**config.mk**
```make
export PLATFORM = sky130hd
export DESIGN_NAME = fetch_unit
export DESIGN_NICKNAME = d
export VERILOG_FILES = /design/src/rtl/fetch_pkg.sv /design/src/rtl/if_id_reg.sv /design/src/rtl/fetch_unit.sv
export SDC_FILE = /design/constraint.sdc
export NUM_CORES = 1
export LEC_CHECK = 0
export CORE_UTILIZATION = 30
export CTS_CLUSTER_SIZE = 24
export DETAILED_ROUTE_END_ITERATION = 10
export PLACE_DENSITY = 0.6
export SKIP_CTS_REPAIR_TIMING = 1
export SLEW_MARGIN = 0
export SYNTH_ARGS = -nofsm -noshare
export SYNTH_HDL_FRONTEND = slang
export SYNTH_SLANG_ARGS = --single-unit
```
**constraint.sdc**
```tcl
create_clock -name clock -period 2.2 [get_ports clock]
set_input_delay 0.22 -clock clock [delete_from_list [all_inputs] [get_ports clock]]
set_output_delay 0.22 -clock clock [all_outputs]
set_load 0.005 [all_outputs]
```
**src/rtl/fetch_pkg.sv**
```systemverilog
// Shared definitions for the instruction-fetch stage.
//   INSTR_W / ADDR_W : instruction and byte-address widths
//   PC_STEP          : sequential PC increment (one 32-bit word)
//   fetch_state_e    : fetch FSM states (boot, run, halt)
package fetch_pkg;

  localparam int unsigned INSTR_W = 32;
  localparam int unsigned ADDR_W  = 32;

  localparam logic [ADDR_W-1:0] PC_STEP = 32'd4;

  typedef enum logic [1:0] {
    StBoot = 2'd0,
    StRun  = 2'd1,
    StHalt = 2'd2
  } fetch_state_e;

endpackage

```
**src/rtl/if_id_reg.sv**
```systemverilog
// IF/ID pipeline register with a valid/ready handshake toward decode.
// Ports:
//   clk_i, rst_ni   : clock, asynchronous active-low reset
//   flush_i         : drop the held instruction (payload is kept, valid cleared)
//   load_i          : capture instr_i / pc_i, compute pc+4, set valid
//   id_ready_i      : decode accepts the current contents this cycle
//   instr_i, pc_i   : word and its address from the fetch stage
//   valid_o         : register holds a valid instruction
//   instr_o, pc_o   : registered instruction and its PC
//   pc_plus4_o      : registered PC + 4 (wraps modulo 2^32)
module if_id_reg
  import fetch_pkg::*;
(
  input  logic               clk_i,
  input  logic               rst_ni,
  input  logic               flush_i,
  input  logic               load_i,
  input  logic               id_ready_i,
  input  logic [INSTR_W-1:0] instr_i,
  input  logic [ADDR_W-1:0]  pc_i,
  output logic               valid_o,
  output logic [INSTR_W-1:0] instr_o,
  output logic [ADDR_W-1:0]  pc_o,
  output logic [ADDR_W-1:0]  pc_plus4_o
);

  logic               valid_d, valid_q;
  logic [INSTR_W-1:0] instr_d, instr_q;
  logic [ADDR_W-1:0]  pc_d, pc_q;
  logic [ADDR_W-1:0]  pc_plus4_d, pc_plus4_q;

  always_comb begin
    valid_d    = valid_q;
    instr_d    = instr_q;
    pc_d       = pc_q;
    pc_plus4_d = pc_plus4_q;
    if (flush_i) begin
      valid_d = 1'b0;
    end else if (load_i) begin
      valid_d    = 1'b1;
      instr_d    = instr_i;
      pc_d       = pc_i;
      pc_plus4_d = pc_i + PC_STEP;
    end else if (id_ready_i) begin
      // Nothing new to load: whatever decode just consumed is gone.
      valid_d = 1'b0;
    end
  end

  always_ff @(posedge clk_i or negedge rst_ni) begin
    if (!rst_ni) begin
      valid_q    <= 1'b0;
      instr_q    <= '0;
      pc_q       <= '0;
      pc_plus4_q <= '0;
    end else begin
      valid_q    <= valid_d;
      instr_q    <= instr_d;
      pc_q       <= pc_d;
      pc_plus4_q <= pc_plus4_d;
    end
  end

  assign valid_o    = valid_q;
  assign instr_o    = instr_q;
  assign pc_o       = pc_q;
  assign pc_plus4_o = pc_plus4_q;

endmodule

```
**src/rtl/fetch_unit.sv**
```systemverilog
// Instruction-fetch stage: owns the PC, addresses the instruction memory and
// fills the IF/ID register; handles branch redirect (flush) and halt.
// Optional macro FETCH_FAULT_EN adds an alignment/range check on the PC and a
// sticky fetch_fault output.
// Ports:
//   clock, reset_n  : clock (rising edge), asynchronous active-low reset
//   direccion       : byte address to memory (the PC register)
//   salida          : memory word for direccion, same cycle
//   branch_taken    : redirect request; branch_target is the new PC
//   halt_req        : stop fetching (sticky until reset)
//   id_ready        : decode accepts IF/ID contents this cycle
//   id_valid, id_instr, id_pc, id_pc_plus4 : IF/ID register contents
//   halted          : FSM is in the halt state
//   fetch_fault     : sticky fault flag (FETCH_FAULT_EN only)
module fetch_unit
  import fetch_pkg::*;
#(
  parameter logic [ADDR_W-1:0] RESET_PC  = 32'h0000_0000,
  parameter int unsigned       MEM_BYTES = 256
) (
  input  logic               clock,
  input  logic               reset_n,
  output logic [ADDR_W-1:0]  direccion,
  input  logic [INSTR_W-1:0] salida,
  input  logic               branch_taken,
  input  logic [ADDR_W-1:0]  branch_target,
  input  logic               halt_req,
  input  logic               id_ready,
  output logic               id_valid,
  output logic [INSTR_W-1:0] id_instr,
  output logic [ADDR_W-1:0]  id_pc,
  output logic [ADDR_W-1:0]  id_pc_plus4,
  output logic               halted
`ifdef FETCH_FAULT_EN
  ,
  output logic               fetch_fault
`endif
);

  if ((MEM_BYTES < 4) || (MEM_BYTES % 4 != 0)) begin : g_mem_bytes_check
    $error("fetch_unit: MEM_BYTES must be a non-zero multiple of 4");
  end

  fetch_state_e      state_d, state_q;
  logic [ADDR_W-1:0] pc_d, pc_q;
  logic              load;
  logic              flush;
  logic              advance;

`ifdef FETCH_FAULT_EN
  localparam logic [ADDR_W-1:0] FaultLimit = ADDR_W'(MEM_BYTES) - PC_STEP;

  logic fault_d, fault_q;
  logic pc_bad;

  assign pc_bad = (pc_q[1:0] != 2'b00) || (pc_q > FaultLimit);
`endif

  // Free slot, or decode is draining the occupied one this cycle.
  assign advance = !id_valid || id_ready;

  always_comb begin
    state_d = state_q;
    pc_d    = pc_q;
    load    = 1'b0;
    flush   = 1'b0;
`ifdef FETCH_FAULT_EN
    fault_d = fault_q;
`endif
    unique case (state_q)
      StBoot: begin
        state_d = StRun;
      end
      StRun: begin
        if (branch_taken) begin
          pc_d  = branch_target;
          flush = 1'b1;
        end else if (halt_req) begin
          // No load: the register drains on its own if decode is ready,
          // otherwise the held instruction waits for acceptance.
          state_d = StHalt;
`ifdef FETCH_FAULT_EN
        end else if (pc_bad) begin
          flush   = 1'b1;
          fault_d = 1'b1;
          state_d = StHalt;
`endif
        end else if (advance) begin
          load = 1'b1;
          pc_d = pc_q + PC_STEP;
        end
      end
      StHalt: begin
        // Frozen; the IF/ID register still drains when decode accepts.
      end
      default: begin
        state_d = StBoot;
      end
    endcase
  end

  always_ff @(posedge clock or negedge reset_n) begin
    if (!reset_n) begin
      state_q <= StBoot;
      pc_q    <= RESET_PC;
    end else begin
      state_q <= state_d;
      pc_q    <= pc_d;
    end
  end

`ifdef FETCH_FAULT_EN
  always_ff @(posedge clock or negedge reset_n) begin
    if (!reset_n) begin
      fault_q <= 1'b0;
    end else begin
      fault_q <= fault_d;
    end
  end

  assign fetch_fault = fault_q;
`endif

  if_id_reg u_if_id_reg (
    .clk_i      (clock),
    .rst_ni     (reset_n),
    .flush_i    (flush),
    .load_i     (load),
    .id_ready_i (id_ready),
    .instr_i    (salida),
    .pc_i       (pc_q),
    .valid_o    (id_valid),
    .instr_o    (id_instr),
    .pc_o       (id_pc),
    .pc_plus4_o (id_pc_plus4)
  );

  assign direccion = pc_q;
  assign halted    = (state_q == StHalt);

endmodule
```
==> impl_results.md, run 1 <==
* Synth Cell Area at 5962 um^2
* Fmax at 0.4960 GHz
* Syn-to-layout area delta at 50.91%
* Max-slew headroom at 59.60%
* First-pass GRT wire length at 28,310 um
* Sequential share of the synthesized area at 54.14%
* Residual DRC at 0
* CTS tree: yes
* I/O Pins at 199
* Critical path's largest stage delay at 0.70 ns
* Tot GR Track Use at 18.30%
* Fill count at 1,855
* Combinational share of power at 40.9%
* Final wirelength at 18,400 um
* Die area at 20,440 um^2
* Final period util at 91.65%
* Net count after synthesis at 723
* Post-DP HPWL at 13,350 um
* Post-place setup slack at 0.1366 ns
* Chip Width at 143.0 um
* Yosys warnings at 0
* Total power at 11.84 mW
* Power Density at 1316 nW/um^2
* Synth area leader: dfrtp_1
* Clock transition at the registers of the reported paths at 0.06 ns
* RSZ-0062 raised after global routing: no
* Worst Slack Setup Final at 0.1838 ns
* Seq pwr share at 35.5%
* Asr flop ratio synth at 100.0%
* Final cell count without fillers at 1,148
* Final core occ at 46.23%
* Skew-Pair Late Insertion Delay at 0.42 ns
* Cells after Synth at 653
* Run status: finished, final reports clean
* Internal Power at 8.022 mW
* Initial antenna violation count at 0
* Hold Path Class: in2reg
* Design Area, Final at 8997 um^2
* Commonest register cell after synthesis: dfrtp_1
* Multi-input gate area at 2444 um^2
* Synth Register Bits at 129
* Largest net degree at the start of global routing at 62
* Final hold vios at 0
* Crit path cell chain: nand2b_1 > or4_4 > buf_4 > o31a_1 > o21ai_0
* Final hold slack at 0.2919 ns
* Critical Path Sink Type: register
* Req. time, crit path at 2.53 ns
* I/O Buffers at 198
* Seq. cell area at 3228 um^2
* Net Sw Power at 3.821 mW
* CP Data Arrival Time at 2.35 ns
* P_leak at 4.006 nW
* Worst-Margin Slew at 0.6060 ns
* Clock sink count at 129
* DRT iter0 DRCs at 379
* Maxcap violations at 0
* Highest ir drop seen on vdd at 0.6489 mV
* Placed Area at 8403 um^2
* Slew Viols, Final at 0
* Vias/cell at 4.605
* Max Clock Skew at 0.01085 ns
* Antenna Violating Nets Remaining at 0
* Post-DR wirelength/cell at 16.03 um
* CP top delay family: simple AND/OR/NAND/NOR gates
* Total gr overflow at 0
* Placed Instances at 1,115
* Setup tns final at 0 ns
* Syn Area/Cell at 9.130 um^2
* Final setup violation count at 0
* Crit-path slowest cell: or4_4
* CTS root buf: clkbuf_16
* Critical path class: reg2reg
* Number of global-route vias before repair at 4,915
* Post-synth EDFFs at 0
* Post-layout min period at 2.016 ns
* Die Y at 143.0 um
* Via count at 5,286
* Synth unique cells at 52
* Power share of the clock group at 23.6%
* Drt first pass iters at 4
* Placer Congestion at 0.7731
* Buf/Inv on CP at 1
* Inserted Clock Buffers at 17
* Layout cells sized above 1 at 10.76%
* Top post-synthesis cells by area: dfrtp_1, nand2_1, o21ai_0
* Critical path fanouts, max at 30
* Final Net Count at 940
* Clock buffer depth at 2
* Ant. Diodes at 0
* H-tree depth reported by CTS at 4
* Net Sw Frac at 32.27%
* Yosys top cell area share at 54.14%
* CP Launch Type: register
* Placeable core area at 19,460 um^2
* Initial Util at 30.63%
* Std-Cell Rows at 51
[path summary, 6_finish.rpt]
path                                             start                                    end  slack, ns  cells after the start
worst max-delay path            state_q[1]$_DFFE_PN0P_              direccion[24]$_DFFE_PN0P_       0.18                      5
worst min-delay path                      branch_taken  u_if_id_reg.pc_plus4_o[0]$_DFFE_PN0P_       0.29                      5
worst max register to register  state_q[1]$_DFFE_PN0P_              direccion[24]$_DFFE_PN0P_       0.18                      5
worst min register to register  state_q[1]$_DFFE_PN0P_                 state_q[0]$_DFFE_PN0P_       0.46                      1
max in group asynchronous                      reset_n        u_if_id_reg.pc_o[5]$_DFFE_PN0P_       1.24                      3
min in group asynchronous                      reset_n    u_if_id_reg.instr_o[16]$_DFFE_PN0P_       0.38                      2
[registers in the layout, summed over array words and instances, names as in the netlist]
signal / cells
u_if_id_reg.pc_plus4_o: 32
direccion: 32
u_if_id_reg.instr_o: 32
u_if_id_reg.pc_o: 30
state_q: 2
u_if_id_reg.valid_o: 1
[power by group through the flow]
stage                     combinational (mW)  sequential [mW]  clock [mW]
after CTS                               4.90             4.21        2.85
final                                   4.84             4.20        2.80
after global placement                  4.83             4.23           0
after global routing                    5.28             4.36        2.97
after floorplan                         1.72             4.27           0
after detailed placement                4.87             4.24           0
[placed cells by master, fill, tap and decap left out, drive strengths merged, types with 3 or more instances in the layout]
cell / count
and2: 4
a21oi: 15
xor2: 12
a31oi: 5
nor3: 6
nand3: 24
buf: 49
o2bb2ai: 5
inv: 5
nor2: 22
clkinvlp: 3
nor4: 7
clkdlybuf4s50: 196
nand2: 230
clkinv: 4
dfrtp: 129
xnor2: 13
o21ai: 58
clkbuf: 23
nand4: 13
o311ai: 3
nor2b: 4
and3: 7
or3: 6
and4: 6
mux2i: 3
a22oi: 8
[routing by layer]
metal	up-vias	GRT usage, %	wire, um
met4	0	7.131	459
met1	2491	25.85	8515
li1	2625	-	-
met2	143	27.21	8562
met5	-	0	0
met3	27	3.823	863
[cells by family (layout without fill, tap and decap cells)]
group	count (synthesis)	after routing	share of synthesized area [%]
buffers and inverters	53	283	5.099
DFF	129	129	54.14
xor gates and xnor gates	25	25	3.673
adders and majority gates	1	1	0.2098
and+or+nand+nor	333	333	25.31
AOI/OAI and AO/OA	107	107	10.68
muxes	5	5	0.8814
[worst register-to-register path: cells and delay by family, from the launching register on]
kind,cells,cell delay [ns]
buffers and inverters,1,0.29
AND/OR/NAND/NOR,2,0.91
flip-flops,1,0.39
AO/OA/AOI/OAI,2,0.33
[synthesized netlist by cell type (6+ instances only)]
library cell	instances
nand2_1	230
dfrtp_1	129
o21ai_0	56
clkbuf_1	33
nand3_1	24
nor2_1	22
a21oi_1	15
xnor2_1	13
xor2_1	12
nand4_1	10
a22oi_1	8
and3_1	7
buf_4	6
nor3_1	6
or3_1	6
[cell type report]
class / instances / share of cell area, %
clock buffer: 23 / 5.312
inverter: 5 / 0.2086
sequential: 129 / 35.88
multi-input combinational: 471 / 27.16
timing repair buffer: 246 / 26.57
tap: 265 / 3.685
clock inverter: 9 / 1.182
No activity file was read; power rests on OpenSTA's default activity.
==> run 2: changes to the inputs <==
--- a/config.mk
+++ b/config.mk
@@ -9,6 +9,7 @@
 export CTS_CLUSTER_SIZE = 24
 export DETAILED_ROUTE_END_ITERATION = 10
 export PLACE_DENSITY = 0.6
+export REMOVE_ABC_BUFFERS = 1
 export SKIP_CTS_REPAIR_TIMING = 1
 export SLEW_MARGIN = 0
 export SYNTH_ARGS = -nofsm -noshare
==> impl_results.md, run 2 (synthesis gave the netlist of run 1 again) <==
* Worst Slack Setup Final at 0.1786 ns (-0.005125 ns)
* Layout cells sized above 1 at 10.77% (+0.012 points)
* Inserted Clock Buffers at 17 (unchanged)
* Final Net Count at 940 (unchanged)
* First-pass GRT wire length at 28,000 um (-1.1%)
* Reg-to-Reg Start: direccion[2]$_DFFE_PN0P_
* P_leak at 4.007 nW (about the same)
* Residual DRC at 0 (unchanged)
* Seq pwr share at 35.8% (+0.3 points)
* Commonest non-fill, non-tap cell in the layout: nand2_1
* CTS tree: yes
* Final cell count without fillers at 1,147 (-0.087%)
* Critical path fanouts, max at 4 (-87%)
* Worst hold path cell count at 3 (-2)
* Post-DP HPWL at 12,310 um (-7.8%)
* Skew-Pair Late Insertion Delay at 0.41 ns (about the same)
* Ant. Diodes at 0 (unchanged)
* Vias/cell at 4.636 (+0.67%)
* Die area at 20,440 um^2 (unchanged)
* Die Y at 143.0 um (unchanged)
* Clock sink count at 129 (unchanged)
* Placeable core area at 19,460 um^2 (unchanged)
* RSZ-0062 raised after global routing: no
* Endpoint of the worst register-to-register path: direccion[30]$_DFFE_PN0P_
* Post-place setup slack at 0.1627 ns (+0.02611 ns)
* Req. time, crit path at 2.50 ns (-0.03 ns)
* Final period util at 91.88% (+0.23 points)
* Largest net degree at the start of global routing at 55 (-11%)
* I/O Buffers at 198 (unchanged)
* Highest ir drop seen on vdd at 0.5696 mV (-12%)
* Power Density at 1299 nW/um^2 (-1.3%)
* Std-Cell Rows at 51 (unchanged)
* Critical path class: reg2reg
* H-tree depth reported by CTS at 4 (unchanged)
* Most frequent cells in the layout: nand2_1, clkdlybuf4s50_1, dfrtp_1
* R2R setup slack at 0.18 ns (about the same)
* Syn-to-layout area delta at 50.56%
* Tot GR Track Use at 17.95% (-0.35 points)
* I/O Pins at 199 (unchanged)
* Drt first pass iters at 4 (unchanged)
* Maxcap violations at 0 (unchanged)
* Fill count at 1,900 (+2.4%)
* Clock transition at the registers of the reported paths at 0.06 ns (about the same)
* Placed Instances at 1,115 (unchanged)
* Chip Width at 143.0 um (unchanged)
* Worst-Margin Slew at 0.5281 ns (-0.07789 ns)
* Max Clock Skew at 0.008438 ns (-0.002413 ns)
* Number of global-route vias before repair at 5,147 (+4.7%)
* Initial antenna violation count at 0 (unchanged)
* Initial Util at 30.63% (unchanged)
* Total gr overflow at 0 (unchanged)
* Placer Congestion at 0.7705 (-0.34%)
* Combinational share of power at 40.9% (about the same)
* Post-layout min period at 2.021 ns (+0.005125 ns)
* Power share of the clock group at 23.2% (-0.4 points)
* Final hold vios at 0 (unchanged)
* Worst Hold Endpoint: direccion[31]$_DFFE_PN0P_
* Critical Path Sink Type: register
* Hold path start: branch_taken
* Via count at 5,317 (+0.59%)
* Net Sw Power at 3.667 mW (-4.0%)
* DRT iter0 DRCs at 243 (-36%)
* Hold Path Class: in2reg
* Internal Power at 7.996 mW (-0.32%)
* Final core occ at 46.12% (-0.11 points)
* CP Launch Type: register
* Net Sw Frac at 31.44% (-0.82 points)
* Final wirelength at 17,530 um (-4.7%)
* Max-slew headroom at 64.53% (+4.9 points)
* CTS root buf: clkbuf_16
* Antenna Violating Nets Remaining at 0 (unchanged)
* Run status: finished, final reports clean
* Final setup violation count at 0 (unchanged)
* Post-DR wirelength/cell at 15.28 um (-4.6%)
* Worst Reg-to-Reg Cells at 6 (+1)
* CP Data Arrival Time at 2.32 ns (-0.03 ns)
* Slew Viols, Final at 0 (unchanged)
* Clock buffer depth at 2 (unchanged)
* Fmax at 0.4947 GHz (-0.25%)
==> run 2: changes by cell type in the layout (fill, tap and decap cells not counted), sizes merged <==
cell / delta
bufinv: -1
clkinvlp: -3
clkbuf: +3
==> run 2: critical path, stage by stage, from the launching register on <==
cell and delay, ns:
dfrtp_1 0.36, ha_1 0.19, nand4_1 0.21, or4_4 0.53
nor4_4 0.31, a31oi_1 0.13, o22a_1 0.18
==> run 2: layout make-up <==
| cell class | instances | area, um^2 | area share [%] |
|---|---|---|---|
| clock buffer | 26 | 519.2 | 5.785 |
| inverter | 5 | 18.77 | 0.2091 |
| timing repair buffer | 246 | 2379 | 26.50 |
| clock inverter | 5 | 50.05 | 0.5576 |
| multi-input combinational | 471 | 2450 | 27.29 |
| sequential | 129 | 3228 | 35.96 |
| tap | 265 | 331.6 | 3.694 |
==> run 2: stage by stage <==
stage               area (um^2)  setup TNS, ns  hold slack, ns  total power [mW]
detailed placement         8391              0          0.2224             9.035
finish                     8976              0          0.1730             11.66
global placement           8391              0          0.2153             8.979
global route               8976              0          0.1749             12.54
floorplan                  5677        -227.57        -0.07559             5.755
CTS                        8960              0         -0.2176             11.83
==> run 2: power groups by stage <==
stage | Clock (mW) | Sequential, mW | Combinational [mW]
floorplan | 0 | 4.40 | 1.36
global placement | 0 | 4.20 | 4.77
detailed placement | 0 | 4.22 | 4.82
CTS | 2.79 | 4.19 | 4.84
global route | 2.90 | 4.34 | 5.31
finish | 2.71 | 4.18 | 4.77
==> run 2: how the worst max path moves through the flow <==
| stage | slack (ns) | startpoint | to |
|---|---|---|---|
| 6_report | 0.18 | direccion[2]$_DFFE_PN0P_ | direccion[30]$_DFFE_PN0P_ |
| 5_1_grt | 0.009 | direccion[2]$_DFFE_PN0P_ | direccion[30]$_DFFE_PN0P_ |
| 4_1_cts | 0.16 | direccion[2]$_DFFE_PN0P_ | direccion[30]$_DFFE_PN0P_ |
| 3_5_place_dp | 0.16 | id_ready | u_if_id_reg.pc_plus4_o[5]$_DFFE_PN0P_ |
| 3_3_place_gp | 0.20 | id_ready | u_if_id_reg.pc_plus4_o[22]$_DFFE_PN0P_ |
| 2_1_floorplan | -3.28 | state_q[1]$_DFFE_PN0P_ | u_if_id_reg.pc_plus4_o[31]$_DFFE_PN0P_ |
==> run 2: layer usage <==
metal | vias up | track usage (%) | wire [um] | share of wire (%)
li1 | 2622 | - | - | -
met1 | 2516 | 23.65 | 8116 | 46
met2 | 169 | 28.01 | 7856 | 45
met3 | 10 | 6.003 | 1408 | 8.0
met4 | 0 | 4.867 | 149 | 0.85
met5 | - | 0 | 0 | 0
==> run 3: changes to the inputs <==
--- a/config.mk
+++ b/config.mk
@@ -5,10 +5,11 @@
 export SDC_FILE = /design/constraint.sdc
 export NUM_CORES = 1
 export LEC_CHECK = 0
-export CORE_UTILIZATION = 30
+export CAP_MARGIN = 20
+export CORE_UTILIZATION = 40
 export CTS_CLUSTER_SIZE = 24
 export DETAILED_ROUTE_END_ITERATION = 10
-export PLACE_DENSITY = 0.6
+export PLACE_DENSITY = 0.75
 export REMOVE_ABC_BUFFERS = 1
 export SKIP_CTS_REPAIR_TIMING = 1
 export SLEW_MARGIN = 0
==> impl_results.md, run 3 (synthesis gave the netlist of run 1 again) <==
* Die Y at 124.1 um (-13%)
* Critical Path Sink Type: register
* Std-Cell Rows at 44 (-14%)
* Design Area, Final at 8822 um^2 (-1.7%)
* GRT met3 Usage at 7.280% (+1.3 points)
* Largest net degree at the start of global routing at 63 (+15%)
* CTS tree: yes
* Run status: finished, final reports clean
* Clock buffer depth at 2 (unchanged)
* Inserted Clock Buffers at 17 (unchanged)
* Req. time, crit path at 2.50 ns (about the same)
* Final period util at 88.72% (-3.2 points)
* CP Launch Type: register
* I/O Buffers at 198 (unchanged)
* Critical path fanouts, max at 4 (unchanged)
* Final hold vios at 0 (unchanged)
* Worst-Margin Slew at 0.5404 ns (+0.01235 ns)
* Antenna Violating Nets Remaining at 0 (unchanged)
* Post-DP HPWL at 11,440 um (-7.1%)
* Tot GR Track Use at 22.15% (+4.2 points)
* Critical path class: reg2reg
* H-tree depth reported by CTS at 4 (unchanged)
* DRT iter0 DRCs at 286 (+18%)
* Highest ir drop seen on vdd at 0.6664 mV (+17%)
* Maxcap violations at 0 (unchanged)
* Routing usage on met2 at 34.74% (+6.7 points)
* Clock transition at the registers of the reported paths at 0.06 ns (about the same)
* Fmax at 0.5123 GHz (+3.6%)
* Skew-Pair Late Insertion Delay at 0.41 ns (about the same)
* Seq. cell area at 3228 um^2 (unchanged)
* Hold Path Class: in2async
* Clock sink count at 129 (unchanged)
* GRT busiest layer: met2
* Via count at 5,305 (-0.23%)
* Vias/cell at 4.995 (+7.8%)
* Number of global-route vias before repair at 4,956 (-3.7%)
* Max Clock Skew at 0.005721 ns (-0.002717 ns)
* Placeable core area at 14,530 um^2 (-25%)
* Final wirelength at 16,230 um (-7.4%)
* Total power at 11.59 mW (-0.65%)
* Final Net Count at 936 (-0.43%)
* CTS root buf: clkbuf_16
* Syn-to-layout area delta at 47.97%
* Residual DRC at 0 (unchanged)
* Initial antenna violation count at 0 (unchanged)
* Most frequent cells in the layout: nand2_1, clkdlybuf4s50_1, dfrtp_1
* Ant. Diodes at 0 (unchanged)
* Die area at 15,400 um^2 (-25%)
* RSZ-0062 raised after global routing: no
* Post-layout min period at 1.952 ns (-0.06953 ns)
* First-pass GRT wire length at 25,790 um (-7.9%)
* CP Data Arrival Time at 2.25 ns (-0.07 ns)
* Final setup violation count at 0 (unchanged)
* Commonest non-fill, non-tap cell in the layout: nand2_1
* Drt first pass iters at 4 (unchanged)
* Post-DR wirelength/cell at 15.28 um (about the same)
* Placed Area at 8247 um^2 (-1.7%)
* Met1 usage at 29.06% (+5.4 points)
* Layout cells sized above 1 at 10.02% (-0.75 points)
* Fill count at 1,263 (-34%)
* Multi-input gate area at 2444 um^2 (-0.26%)
* Chip Width at 124.1 um (-13%)
* Max-slew headroom at 63.97% (-0.56 points)
* P_leak at 3.980 nW (-0.68%)
* Initial Util at 41.02% (+10 points)
* Power Density at 1313 nW/um^2 (+1.1%)
* Slew Viols, Final at 0 (unchanged)
* I/O Pins at 199 (unchanged)
* Total gr overflow at 0 (unchanged)
* Placer Congestion at 0.7791 (+1.1%)
==> run 3: metal layers <==
layer  up-vias  share of wire, %
met5         -                 0
met4         0              0.60
met3         9               8.7
met2       185                46
met1      2483                45
li1       2628                 -
==> run 3: metrics by stage <==
stage          hold WS, ns  setup TNS [ns]  util, %  instances  setup slack (ns)
6_report            0.2807               0    60.70       1062            0.2482
5_1_grt             0.3080               0    60.70       1062           0.09717
4_1_cts            -0.2841               0    60.63       1061            0.2309
3_5_place_dp        0.1647               0    56.74       1030            0.1737
3_3_place_gp        0.1668               0    56.74       1030            0.2124
2_1_floorplan     -0.07559         -227.57        -        605            -3.275
==> run 3: final cells by class <==
cell class	count	area share, %
Clock buffer	25	5.503
Clock inverter	6	0.9077
Inverter	5	0.2127
Multi-Input combinational cell	471	27.70
Sequential cell	129	36.59
Tap cell	184	2.610
Timing Repair Buffer	242	26.48
==> run 3: power by group <==
| group | switching (mW) | internal (mW) |
|---|---|---|
| logic | 1.87 | 2.79 |
| clock network | 0.985 | 1.74 |
| registers | 0.758 | 3.44 |
| total | 3.61 | 7.98 |
==> run 3: worst paths after layout <==
check                                         start                                  end  slack (ns)  depth (start not counted)
max                        direccion[3]$_DFFE_PN0P_            direccion[30]$_DFFE_PN0P_        0.25                          6
min                                         reset_n   u_if_id_reg.instr_o[4]$_DFFE_PN0P_        0.28                          2
max reg2reg                direccion[3]$_DFFE_PN0P_            direccion[30]$_DFFE_PN0P_        0.25                          6
min reg2reg                  state_q[1]$_DFFE_PN0P_               state_q[0]$_DFFE_PN0P_        0.46                          1
max in group asynchronous                   reset_n  u_if_id_reg.instr_o[12]$_DFFE_PN0P_        1.20                          3
min in group clock                     branch_taken     u_if_id_reg.pc_o[22]$_DFFE_PN0P_        0.28                          3
==> run 3: critical path, stage by stage (launching register included) <==
cell and delay, ns:
dfrtp_1 0.35, ha_1 0.17, nand4_1 0.20, or4_4 0.51, nor4_4 0.30, a31oi_1 0.13
o22a_1 0.18
